$ cat src/rtl/pipe_skid_reg.sv
`default_nettype none
// ============================================================================
// Module   : pipe_skid_reg
// Brief    : Elastic valid/ready pipeline register with a 2-entry skid buffer,
//            registered in_ready, synchronous flush and saturating drop count.
// Revision : 1.0 - initial release
// ============================================================================
module pipe_skid_reg #(
    parameter int                    DATA_WIDTH = 32,
    parameter logic [DATA_WIDTH-1:0] RESET_VAL  = '0,
    parameter int                    CNT_WIDTH  = 8
) (
    input  logic                  clk,
    input  logic                  rst_n,
    input  logic                  flush,
    input  logic                  in_valid,
    input  logic [DATA_WIDTH-1:0] in_data,
    output logic                  in_ready,
    output logic                  out_valid,
    output logic [DATA_WIDTH-1:0] out_data,
    input  logic                  out_ready,
    output logic [1:0]            count,
    output logic [CNT_WIDTH-1:0]  drop_cnt
);

    // State bits are {main_valid, skid_valid}; (0,1) has no encoding.
    typedef enum logic [1:0] {
        S_EMPTY = 2'b00,
        S_BUSY  = 2'b10,
        S_FULL  = 2'b11
    } state_t;

    localparam logic [CNT_WIDTH-1:0] c_cnt_max = {CNT_WIDTH{1'b1}};

    state_t                r_state;
    state_t                w_state_nxt;
    logic [DATA_WIDTH-1:0] r_main_data;
    logic [DATA_WIDTH-1:0] r_skid_data;
    logic [DATA_WIDTH-1:0] w_main_nxt;
    logic [DATA_WIDTH-1:0] w_skid_nxt;
    logic [CNT_WIDTH-1:0]  r_drop_cnt;
    logic                  w_main_valid;
    logic                  w_skid_valid;
    logic                  w_in_xfer;
    logic                  w_out_xfer;
    logic [1:0]            w_drop_add;
    logic [CNT_WIDTH+1:0]  w_drop_sum;
    logic [CNT_WIDTH-1:0]  w_drop_sat;

    assign w_main_valid = r_state[1];
    assign w_skid_valid = r_state[0];
    assign w_in_xfer    = in_valid & in_ready;
    assign w_out_xfer   = out_valid & out_ready;

    assign in_ready  = ~w_skid_valid;
    assign out_valid = w_main_valid;
    assign out_data  = r_main_data;
    assign count     = {1'b0, w_main_valid} + {1'b0, w_skid_valid};
    assign drop_cnt  = r_drop_cnt;

    // Entries lost to a flush: the head unless it leaves this cycle, the skid
    // entry, and any beat accepted in the same cycle.
    assign w_drop_add = {1'b0, w_main_valid & ~w_out_xfer}
                      + {1'b0, w_skid_valid}
                      + {1'b0, w_in_xfer};
    assign w_drop_sum = {2'b00, r_drop_cnt} + {{CNT_WIDTH{1'b0}}, w_drop_add};
    assign w_drop_sat = (|w_drop_sum[CNT_WIDTH+1:CNT_WIDTH]) ? c_cnt_max
                                                             : w_drop_sum[CNT_WIDTH-1:0];

    always_comb begin
        w_state_nxt = r_state;
        w_main_nxt  = r_main_data;
        w_skid_nxt  = r_skid_data;
        case (r_state)
            S_EMPTY: begin
                if (w_in_xfer) begin
                    w_main_nxt  = in_data;
                    w_state_nxt = S_BUSY;
                end
            end
            S_BUSY: begin
                if (w_in_xfer && w_out_xfer) begin
                    w_main_nxt = in_data;
                end else if (w_in_xfer) begin
                    w_skid_nxt  = in_data;
                    w_state_nxt = S_FULL;
                end else if (w_out_xfer) begin
                    w_state_nxt = S_EMPTY;
                end
            end
            S_FULL: begin
                if (w_out_xfer) begin
                    w_main_nxt  = r_skid_data;
                    w_state_nxt = S_BUSY;
                end
            end
            default: w_state_nxt = S_EMPTY;
        endcase
        // Flush clears validity only; the data registers keep their contents.
        if (flush) begin
            w_state_nxt = S_EMPTY;
            w_main_nxt  = r_main_data;
            w_skid_nxt  = r_skid_data;
        end
    end

    always_ff @(posedge clk) begin
        if (!rst_n) begin
            r_state     <= S_EMPTY;
            r_main_data <= RESET_VAL;
            r_skid_data <= RESET_VAL;
            r_drop_cnt  <= '0;
        end else begin
            r_state     <= w_state_nxt;
            r_main_data <= w_main_nxt;
            r_skid_data <= w_skid_nxt;
            if (flush) begin
                r_drop_cnt <= w_drop_sat;
            end
        end
    end

endmodule
`default_nettype wire

$ cat config.mk
export PLATFORM = sky130hd
export DESIGN_NAME = pipe_skid_reg
export DESIGN_NICKNAME = d
export VERILOG_FILES = /design/src/rtl/pipe_skid_reg.sv
export SDC_FILE = /design/constraint.sdc
export NUM_CORES = 1
export LEC_CHECK = 0
export BUFFER_PORTS_ARGS = -buffer_cell sky130_fd_sc_hd__clkbuf_2
export CORE_ASPECT_RATIO = 0.5
export CORE_MARGIN = 1
export CORE_UTILIZATION = 48
export CTS_CLUSTER_DIAMETER = 30
export CTS_CLUSTER_SIZE = 20
export DETAILED_ROUTE_END_ITERATION = 8
export PLACE_DENSITY = 0.74
export SYNTH_ARGS = -nofsm -noshare
export SYNTH_HDL_FRONTEND = slang
export SYNTH_SLANG_ARGS = --single-unit
export TNS_END_PERCENT = 1
$ cat constraint.sdc
create_clock -name clk -period 2.1 [get_ports clk]
set_input_delay 0.315 -clock clk [delete_from_list [all_inputs] [get_ports clk]]
set_output_delay 0.315 -clock clk [all_outputs]
set_load 0.1 [all_outputs]
# Word-level counts from Yosys, hierarchy flattened
# Cells that the tools add are included.
[totals]
out_inout_bits = 44
wordCells = 42
register_bits = 74
[op_classes]
mux = 11
bitwise_logic = 8
n_reduce_logical = 8
n_eq_ne = 7
n_addsub = 4
[ops]
columns = ["operator", "n"]
rows = [
  ["$mux W32", 3],
  ["$pmux W32 S3", 1],
  ["$mux W2", 5],
  ["$add A8 B2 Y9", 1],
  ["$mux W8", 1],
  ["$ne A2 B2 Y1 const B", 4],
  ["$reduce_and A4 Y1", 2],
  ["$pmux W2 S3", 1],
  ["$not A1 Y1", 5],
  ["$reduce_and A5 Y1", 1],
  ["$add A1 B1 Y2", 2],
  ["$eq A2 B2 Y1 const B", 2],
  ["$reduce_or A2 Y1", 2],
  ["$and A1 B1 Y1", 3],
  ["$ne A3 B3 Y1 const B", 1],
  ["$reduce_bool A3 Y1", 1],
  ["$add A2 B1 Y2", 1],
  ["$logic_not A2 Y1", 1],
  ["$logic_and A1 B1 Y1", 1],
]

# Logic depth before layout (Yosys ltp)
# Gate-level depths: netlist of the first run.
[depth]
word_depth = 8
mapped_depth = 9

# Worst setup path before layout of the first run
# OpenSTA, ideal clock, no wires.
[synth_path]
path_kind = "register to register"
from = "reg r_state[1]"
to = "reg r_main_data[10], in the netlist out_data[10]"
arrival_ns = 3.003
required_ns = 2.014
path_stages_with_launch = 8
setup_ns = 0.086
slack_ns = -0.989
path_cell_list = "dfxtp_1 ha_1 buf_2 a221oi_4 and2_1 buf_2 buf_4 a211oi_1"
[synth_via]
elab_chain_len = 4
elab_cells_between_ends = 11
[synth_rtl]
columns = ["element", "line", "rtl"]
rows = [
  ["from (decl)", "35", "state_t r_state;"],
  ["from (signal assigned)", "114", "r_state <= w_state_nxt;"],
  ["$and A1 B1 Y1", "53", "assign w_out_xfer = out_valid & out_ready;"],
  ["$logic_and A1 B1 Y1", "82", "if (w_in_xfer && w_out_xfer) begin"],
  ["$ne A2 B2 Y1 (no line)", "n/a", ""],
  ["$reduce_and A5 Y1 (no line)", "n/a", ""],
  ["to (signal assigned)", "115", "r_main_data <= w_main_nxt;"],
  ["to (decl)", "37", "logic [DATA_WIDTH-1:0] r_main_data;"],
]
# Several ways; a longest one is shown, not always the timed one.
# A chain may end at the register's enable or synchronous reset.

# Worst setup path after layout of the first run
[layout_path]
from = "reg r_state[1]"
to = "reg r_drop_cnt[4], in the netlist drop_cnt[4]"
[layout_via]
elab_chain_len = 8
[layout_rtl]
columns = ["element", "line", "rtl"]
rows = [
  ["$and A1 B1 Y1", "53", ""],
  ["$not A1 Y1", "63", "assign w_drop_add = {1'b0, w_main_valid & ~w_out_xfer}"],
  ["$and A1 B1 Y1 (*)", "63", ""],
  ["$add A1 B1 Y2 (*)", "64", "+ {1'b0, w_skid_valid}"],
  ["$add A2 B1 Y2 (*)", "65", "+ {1'b0, w_in_xfer};"],
  ["$add A8 B2 Y9 (*)", "66", "assign w_drop_sum = {2'b00, r_drop_cnt} + {{CNT_WIDTH{1'b0}}, w_drop_add};"],
  ["$reduce_or A2 Y1", "67", "assign w_drop_sat = (|w_drop_sum[CNT_WIDTH+1:CNT_WIDTH]) ? c_cnt_max"],
  ["$mux W8 (*)", "67", ""],
  ["to (signal assigned)", "118", "r_drop_cnt <= w_drop_sat;"],
  ["to (decl)", "41", "logic [CNT_WIDTH-1:0] r_drop_cnt;"],
]
# Every way passes the cells marked *; elsewhere a longest branch is shown, timed or not.

==> flow_summary_export.csv, run 1 <==
group,metric,value,unit
floorplan,start_util,0.519,
route,drt_pass1_iterations,4,
logic_synthesis,synthAdderAreaFrac,0.0351,
logic_synthesis,synthFlopType,"dfxtp_1",
logic_synthesis,synth-xor-area-share,0.00800,
floorplan,io_pins,81,
floorplan,num_rows,20,
clock_tree,cts_tree,"done",
logic_synthesis,syn_area_per_cell,9.12,um2
floorplan,core,0.00633,mm2
floorplan,dieArea,0.00719,mm2
clock_tree,h-tree-depth,3,
global_routing,grt_usage,0.231,
logic_synthesis,synth_top_family_by_area,"compound AO/OA/AOI/OAI gates",
min_path,worstHoldEndpoint,"r_skid_data[30]",
clock_tree,root_buffer,"clkbuf_16",
logic_synthesis,synth_cell_types,35,
worst_setup_path,critPathMaxFanout,3,
clock_tree,clk_path_buf_depth,2,
logic_synthesis,syn_inst,360,
route,routed_via_density,5.47,
logic_synthesis,yosys.area_share.simple,0.126,
clock_tree,clk_pin_slew_worst_paths,50,ps
floorplan,die_y,60.5,um
clock_tree,clock-sinks,74,
worst_setup_path,reg2regPathDepth,8,
logic_synthesis,ys_ff_latch,74,
run_status,violations,"negative setup slack",
floorplan,die_x,119,um
sta,worst_clock_skew,4.11,ps
place,portBuffers,80,
global_routing,grt_pass1_wl,12.8,mm
pwr,p_leak,1.58,nW
sta,tightest_slew,564,ps
clock_tree,clk_latency,330,ps
min_path,min_path_type,"primary input to flop",
worst_setup_path,required,2320,ps
pwr,power_density,934,mW/mm2
cells_and_area,syn_to_final_growth,26.9,%
worst_setup_path,r2r_start,"r_state[1]",
global_routing,grt_max_degree,40,
cells_and_area,layout-drive-gt1-share,0.320,
cells_and_area,postLayoutCellArea,0.00417,mm2
route,drc,0,
sta,fmax,473,MHz
global_routing,grt_antenna_before_repair,0,
worst_setup_path,worstReg2RegEnd,"drop_cnt[4]",
logic_synthesis,yosysSeqAreaShare,0.451,
logic_synthesis,ys_warn_count,0,
min_path,hold_path_depth,3,
sta,finalSetupViolations,2,
route,num_vias,2910,
sta,setup_ws,-14.6,ps
sta,relSlewSlack,0.625,
clock_tree,holdBufCountCts,0,
logic_synthesis,synth.area.mux_share,0.110,
cells_and_area,antenna_cells,0,
sta,tns,-18.6,ps
job,drv_cap,0,
sta,finalMaxSlewViolations,0,
place,dpl-instance-area,0.00385,mm2
worst_setup_path,path_class,"flop to flop",
place,dp_hpwl,5.44,mm
sta,hold_viol,0,
logic_synthesis,ys_async_sr_fraction,0,
clock_tree,post-cts-setup-buffers,0,
min_path,worstHoldStart,"in_data[30]",
sta,period_share,1.01,
run_status,outcome,"complete, but fails checks",
route,wire_per_inst,14.9,um
worst_setup_path,r2r_setup_slack,-10,ps
global_routing,grt_pass1_vias,2716,
logic_synthesis,synth_area,0.00328,mm2
pwr,peakVddDrop,0.502,mV
logic_synthesis,syn_nets,405,
route,drt-total-wl,7.91,mm
global_routing,grt-ovfl-total,0,
worst_setup_path,cp_data_arrival_time,2340,ps
worst_setup_path,critPathLaunchType,"flop",
route,drt_iter0_drc,135,
sta,min_period,2110,ps
cells_and_area,fillers,536,
clock_tree,cts_made_buffers,9,
logic_synthesis,synth_edf_count,0,
place,place_congestion,0.809,
worst_setup_path,critPathCaptureType,"flop",
cells_and_area,layout.nets,485,
sta,rsz0062_at_grt,"true",
route,drtAntennaViolNets,0,
logic_synthesis,synth_compound_area_frac,0.220,
[state kept, by name (all words and copies together), names as in the netlist]
name / count
r_skid_data: 32
drop_cnt: 8
out_data: 32
r_state: 2
[area by class of cell]
type | count | area, um2 | area share
sequential | 74 | 1490 | 0.357
tap | 88 | 110 | 0.0264
clock inverter | 1 | 5.00 | 0.00120
timing repair buffer | 98 | 553 | 0.133
multi-input combinational | 253 | 1690 | 0.406
inverter | 4 | 21.3 | 0.00510
clock buffer | 14 | 295 | 0.0708
[power breakdown]
part	switching [mW]	internal (mW)	leakage (nW)	total (mW)
combinational	0.685	0.190	0.828	0.874
clock	0.538	0.959	0.150	1.50
sequential	0.0430	1.48	0.605	1.52
total	1.27	2.63	1.58	3.89
[per-stage QoR]
step	setup slack [ps]	std cells	hold slack, ps	util	power [mW]
floorplan	-202	360	436	-	2.25
global placement	-25.8	517	441	0.608	2.40
detailed placement	-68.2	517	446	0.608	2.42
CTS	-7.18	532	203	0.657	3.93
global route	-80.4	532	211	0.658	4.04
finish	-14.6	532	217	0.658	3.89
[cells in the mapped netlist (2+ instances only)]
master,number,share of area
dfxtp_1,74,0.45
a21oi_1,72,0.11
nand2_1,70,0.080
mux2i_1,36,0.11
a211oi_1,23,0.053
buf_2,16,0.024
a211oi_2,10,0.038
clkbuf_1,8,0.0091
nor2_1,7,0.0080
ha_1,6,0.023
buf_4,4,0.0091
inv_1,3,0.0034
nor3_1,3,0.0046
xnor2_1,3,0.0080
and3_1,2,0.0038
fa_1,2,0.012
nand3_1,2,0.0030
or3_1,2,0.0038
[worst max-delay path by stage]
| stage | startpoint | end | slack (ps) | cells after the start |
|---|---|---|---|---|
| detailed placement | out_ready | drop_cnt[0] | -70 | 8 |
| global route | r_state[1] | drop_cnt[4] | -80 | 8 |
| global placement | out_ready | drop_cnt[4] | -30 | 8 |
| floorplan | r_state[1] | drop_cnt[4] | -200 | 8 |
| finish | r_state[1] | drop_cnt[4] | -10 | 8 |
| CTS | r_state[1] | drop_cnt[4] | -7 | 8 |
[metal layers]
metal,up-vias,global-route usage,routed length [um]
met1,1384,0.275,3540
li1,1433,-,-
met4,0,0.0759,97
met3,12,0.0789,430
met2,81,0.404,3840
met5,-,0,0
[placed cells by master, fill, tap and decap left out, types with 2 or more instances in the layout]
| cell type | netlist | final |
|---|---|---|
| dfxtp_4 | 0 | 2 |
| xnor2_1 | 3 | 3 |
| clkbuf_2 | 0 | 78 |
| ha_1 | 6 | 3 |
| nor2_1 | 7 | 6 |
| clkbuf_16 | 0 | 10 |
| a211oi_1 | 23 | 23 |
| a21oi_1 | 72 | 69 |
| nor3_1 | 3 | 3 |
| mux2i_1 | 36 | 36 |
| nand2_1 | 70 | 70 |
| dfxtp_1 | 74 | 72 |
| clkbuf_8 | 0 | 3 |
| a21oi_2 | 0 | 3 |
| a211oi_2 | 10 | 10 |
| ha_2 | 0 | 2 |
| buf_4 | 4 | 19 |
[repair_timing]
item                       in CTS  in global routing
setup endpoints to repair       4                  5
pin swaps                       0                  0
resized for setup               2                  3
hold endpoints to repair        0                  0
[logic make-up (layout without fill, tap and decap cells)]
kind of cell               Yosys count  count (layout)
AOI/OAI and AO/OA                  111             111
and+or+nand+nor                     95              95
DFF                                 74              74
muxes                               36              36
buffers and inverters               33             117
adders and majority gates            8               8
xor gates and xnor gates             3               3
[critical path, stage by stage (launching register included)]
cell and delay [ps]:
dfxtp_4 350, inv_4 30, nor2_2 80, fa_1 420, ha_2 210, fa_2 370
and3_4 210, a21o_1 170, and3_1 160
No activity file was read; power rests on OpenSTA's default activity.
==> inputs of run 2 (changes only) <==
--- a/config.mk
+++ b/config.mk
@@ -12,7 +12,7 @@
 export CTS_CLUSTER_DIAMETER = 30
 export CTS_CLUSTER_SIZE = 20
 export DETAILED_ROUTE_END_ITERATION = 8
-export PLACE_DENSITY = 0.74
+export PLACE_DENSITY_LB_ADDON = 0.2
 export SYNTH_ARGS = -nofsm -noshare
 export SYNTH_HDL_FRONTEND = slang
 export SYNTH_SLANG_ARGS = --single-unit
==> run 2 against run 1 <==
  * The flow still finishes with violations (negative setup slack)
  * Fmax is 0.48% higher
  * Global-route usage is 0.57 points lower
  * Sequential cell count unchanged
  * Design area decreased by 0.24%
  * Wire length grew 0.46%
  * Critical endpoint unchanged
  * Largest cell class unchanged
  * Utilization decreased by 0.16 points
  * Combinational power about the same
  * Clock power shrank 5%
  * Register-to-register slack is essentially flat
==> flow_summary_export.csv, run 2 (synthesis gave the netlist of run 1 again) <==
group,metric,value,unit
worst_setup_path,reg2regPathDepth,8,
sta,finalSetupViolations,1,
global_routing,grt-ovfl-total,0,
worst_setup_path,slowest_delay,420,ps
route,num_vias,2901,
global_routing,grt_pass1_wl,12.5,mm
cells_and_area,mostFrequentLayoutCells,"78 x clkbuf_2, 72 x dfxtp_1, 70 x nand2_1, 68 x a21oi_1, 36 x mux2i_1",
worst_setup_path,critPathCaptureType,"flop",
run_status,violations,"negative setup slack",
sta,hold_viol,0,
worst_setup_path,critPathMaxFanout,3,
global_routing,grt.busiest_layer,"met2",
cells_and_area,final_cells,532,
global_routing,grt_pass1_vias,2707,
clock_tree,clk_path_buf_depth,2,
sta,worst_clock_skew,4.65,ps
floorplan,num_rows,20,
global_routing,grt_usage,0.225,
sta,min_period,2100,ps
worst_setup_path,cp_num_buf_inv,1,
pwr,power_density,918,mW/mm2
floorplan,start_util,0.519,
pwr,power.total,3.82,mW
min_path,min_path_type,"primary input to flop",
clock_tree,clk_latency,330,ps
global_routing,use_met1,0.261,
worst_setup_path,path_cells,"inv_4 > nor2_2 > fa_1 > ha_2 > fa_2 > and3_4 > a21o_1 > and3_1",
sta,finalMaxSlewViolations,0,
worst_setup_path,critPathLaunchType,"flop",
sta,period_share,1.00,
sta,fmax,475,MHz
cells_and_area,layout.cells.most_common,"clkbuf_2",
worst_setup_path,cp_data_arrival_time,2330,ps
route,drt_iter0_drc,181,
sta,setup_ws,-4.38,ps
place,portBuffers,80,
worst_setup_path,r2r_setup_slack,-4,ps
cells_and_area,layout.nets,484,
sta,relSlewSlack,0.633,
min_path,worstHoldEndpoint,"r_skid_data[26]",
sta,rsz0062_at_grt,"true",
job,drv_cap,0,
min_path,worstHoldStart,"in_data[26]",
clock_tree,post-cts-setup-buffers,0,
min_path,hold_path_depth,3,
worst_setup_path,path_delay_family,"adder cells",
route,drt_pass1_iterations,4,
floorplan,io_pins,81,
pwr,peakVddDrop,0.605,mV
clock_tree,root_buffer,"clkbuf_16",
clock_tree,clk_pin_slew_worst_paths,60,ps
route,drtAntennaViolNets,0,
sta,tightest_slew,553,ps
floorplan,core,0.00633,mm2
worst_setup_path,required,2320,ps
worst_setup_path,worstReg2RegEnd,"drop_cnt[4]",
worst_setup_path,r2r_start,"r_state[1]",
route,wire_per_inst,14.9,um
floorplan,die_y,60.5,um
place,pre_cts_ws,-112,ps
route,drt-total-wl,7.94,mm
global_routing,grt_max_degree,34,
clock_tree,cts_made_buffers,9,
clock_tree,h-tree-depth,3,
global_routing,grtUsageMet2,0.396,
global_routing,met3_usage,0.0846,
worst_setup_path,path_class,"flop to flop",
cells_and_area,layout-drive-gt1-share,0.324,
cells_and_area,antenna_cells,0,
cells_and_area,final-seq-area,0.00149,mm2
pwr,p_leak,1.57,nW
place,place_congestion,0.809,
clock_tree,cts_tree,"done",
floorplan,dieArea,0.00719,mm2
cells_and_area,fillers,523,
cells_and_area,syn_to_final_growth,26.6,%
place,dp.cells,516,
worst_setup_path,crit_slowest_cell,"fa_1",
global_routing,grt_antenna_before_repair,0,
cells_and_area,fin_util,0.657,
cells_and_area,multiInputGateArea,0.00170,mm2
clock_tree,holdBufCountCts,0,
route,routed_via_density,5.45,
place,dp_hpwl,5.36,mm
route,drc,0,
run_status,outcome,"complete, but fails checks",
floorplan,die_x,119,um
clock_tree,clock-sinks,74,
==> run 2: cell types whose count changed in the layout (fill, tap and decap cells not counted) <==
| cell | previous run | this run |
|---|---|---|
| clkbuf_16 | 10 | 9 |
| clkinv_2 | 1 | 4 |
| clkinv_4 | 0 | 1 |
| buf_4 | 19 | 17 |
| clkbuf_1 | 1 | 0 |
| a21oi_1 | 69 | 68 |
| buf_12 | 1 | 2 |
| clkbuf_8 | 3 | 2 |
| a21oi_2 | 3 | 4 |
==> run 2: worst register-to-register path, cell delays in order, from the launching register on <==
cell and delay [ps]:
dfxtp_4 350, inv_4 30, nor2_2 80, fa_1 420, ha_2 210, fa_2 370
and3_4 200, a21o_1 170, and3_1 160
==> run 2: layout make-up <==
| cell class | count | share of cell area |
|---|---|---|
| Tap cell | 88 | 0.0265 |
| Inverter | 4 | 0.00512 |
| Timing Repair Buffer | 97 | 0.134 |
| Clock inverter | 5 | 0.00692 |
| Multi-Input combinational cell | 253 | 0.408 |
| Sequential cell | 74 | 0.358 |
| Clock buffer | 11 | 0.0608 |
==> run 2: repair_timing <==
item / 4_1_cts / 5_1_grt
resized for setup: 1 / 5
endpoints found under the setup margin: 4 / 6
pin swaps: 1 / 0
==> run 2: worst max-delay path by stage <==
stage / from / endpoint / slack [ps] / cells past startpoint
after detailed placement: out_ready / drop_cnt[5] / -110 / 8
after floorplan: r_state[1] / drop_cnt[4] / -200 / 8
after CTS: r_state[1] / drop_cnt[4] / 5 / 8
final: r_state[1] / drop_cnt[4] / -4 / 8
after global placement: out_ready / drop_cnt[4] / -30 / 8
after global routing: r_state[1] / drop_cnt[4] / -60 / 8
==> run 2: layer usage <==
metal,part of all wire,up-vias
met5,0,-
met4,0.0060,0
met3,0.063,7
met2,0.48,75
met1,0.45,1387
li1,-,1432
==> run 2: stage by stage <==
step                      cell area, um2  TNS [ps]  hold WS (ps)
after floorplan                     3320    -10280           436
after global placement              3850     -30.6           441
after detailed placement            3850      -402           449
after CTS                           4140         0           214
after global routing                4160      -146           220
final                               4160     -4.38           219
==> run 2: report_power, final <==
| group | total, mW | switching (mW) | internal (mW) |
|---|---|---|---|
| registers | 1.52 | 0.0422 | 1.48 |
| clock network | 1.42 | 0.564 | 0.857 |
| logic | 0.876 | 0.685 | 0.191 |
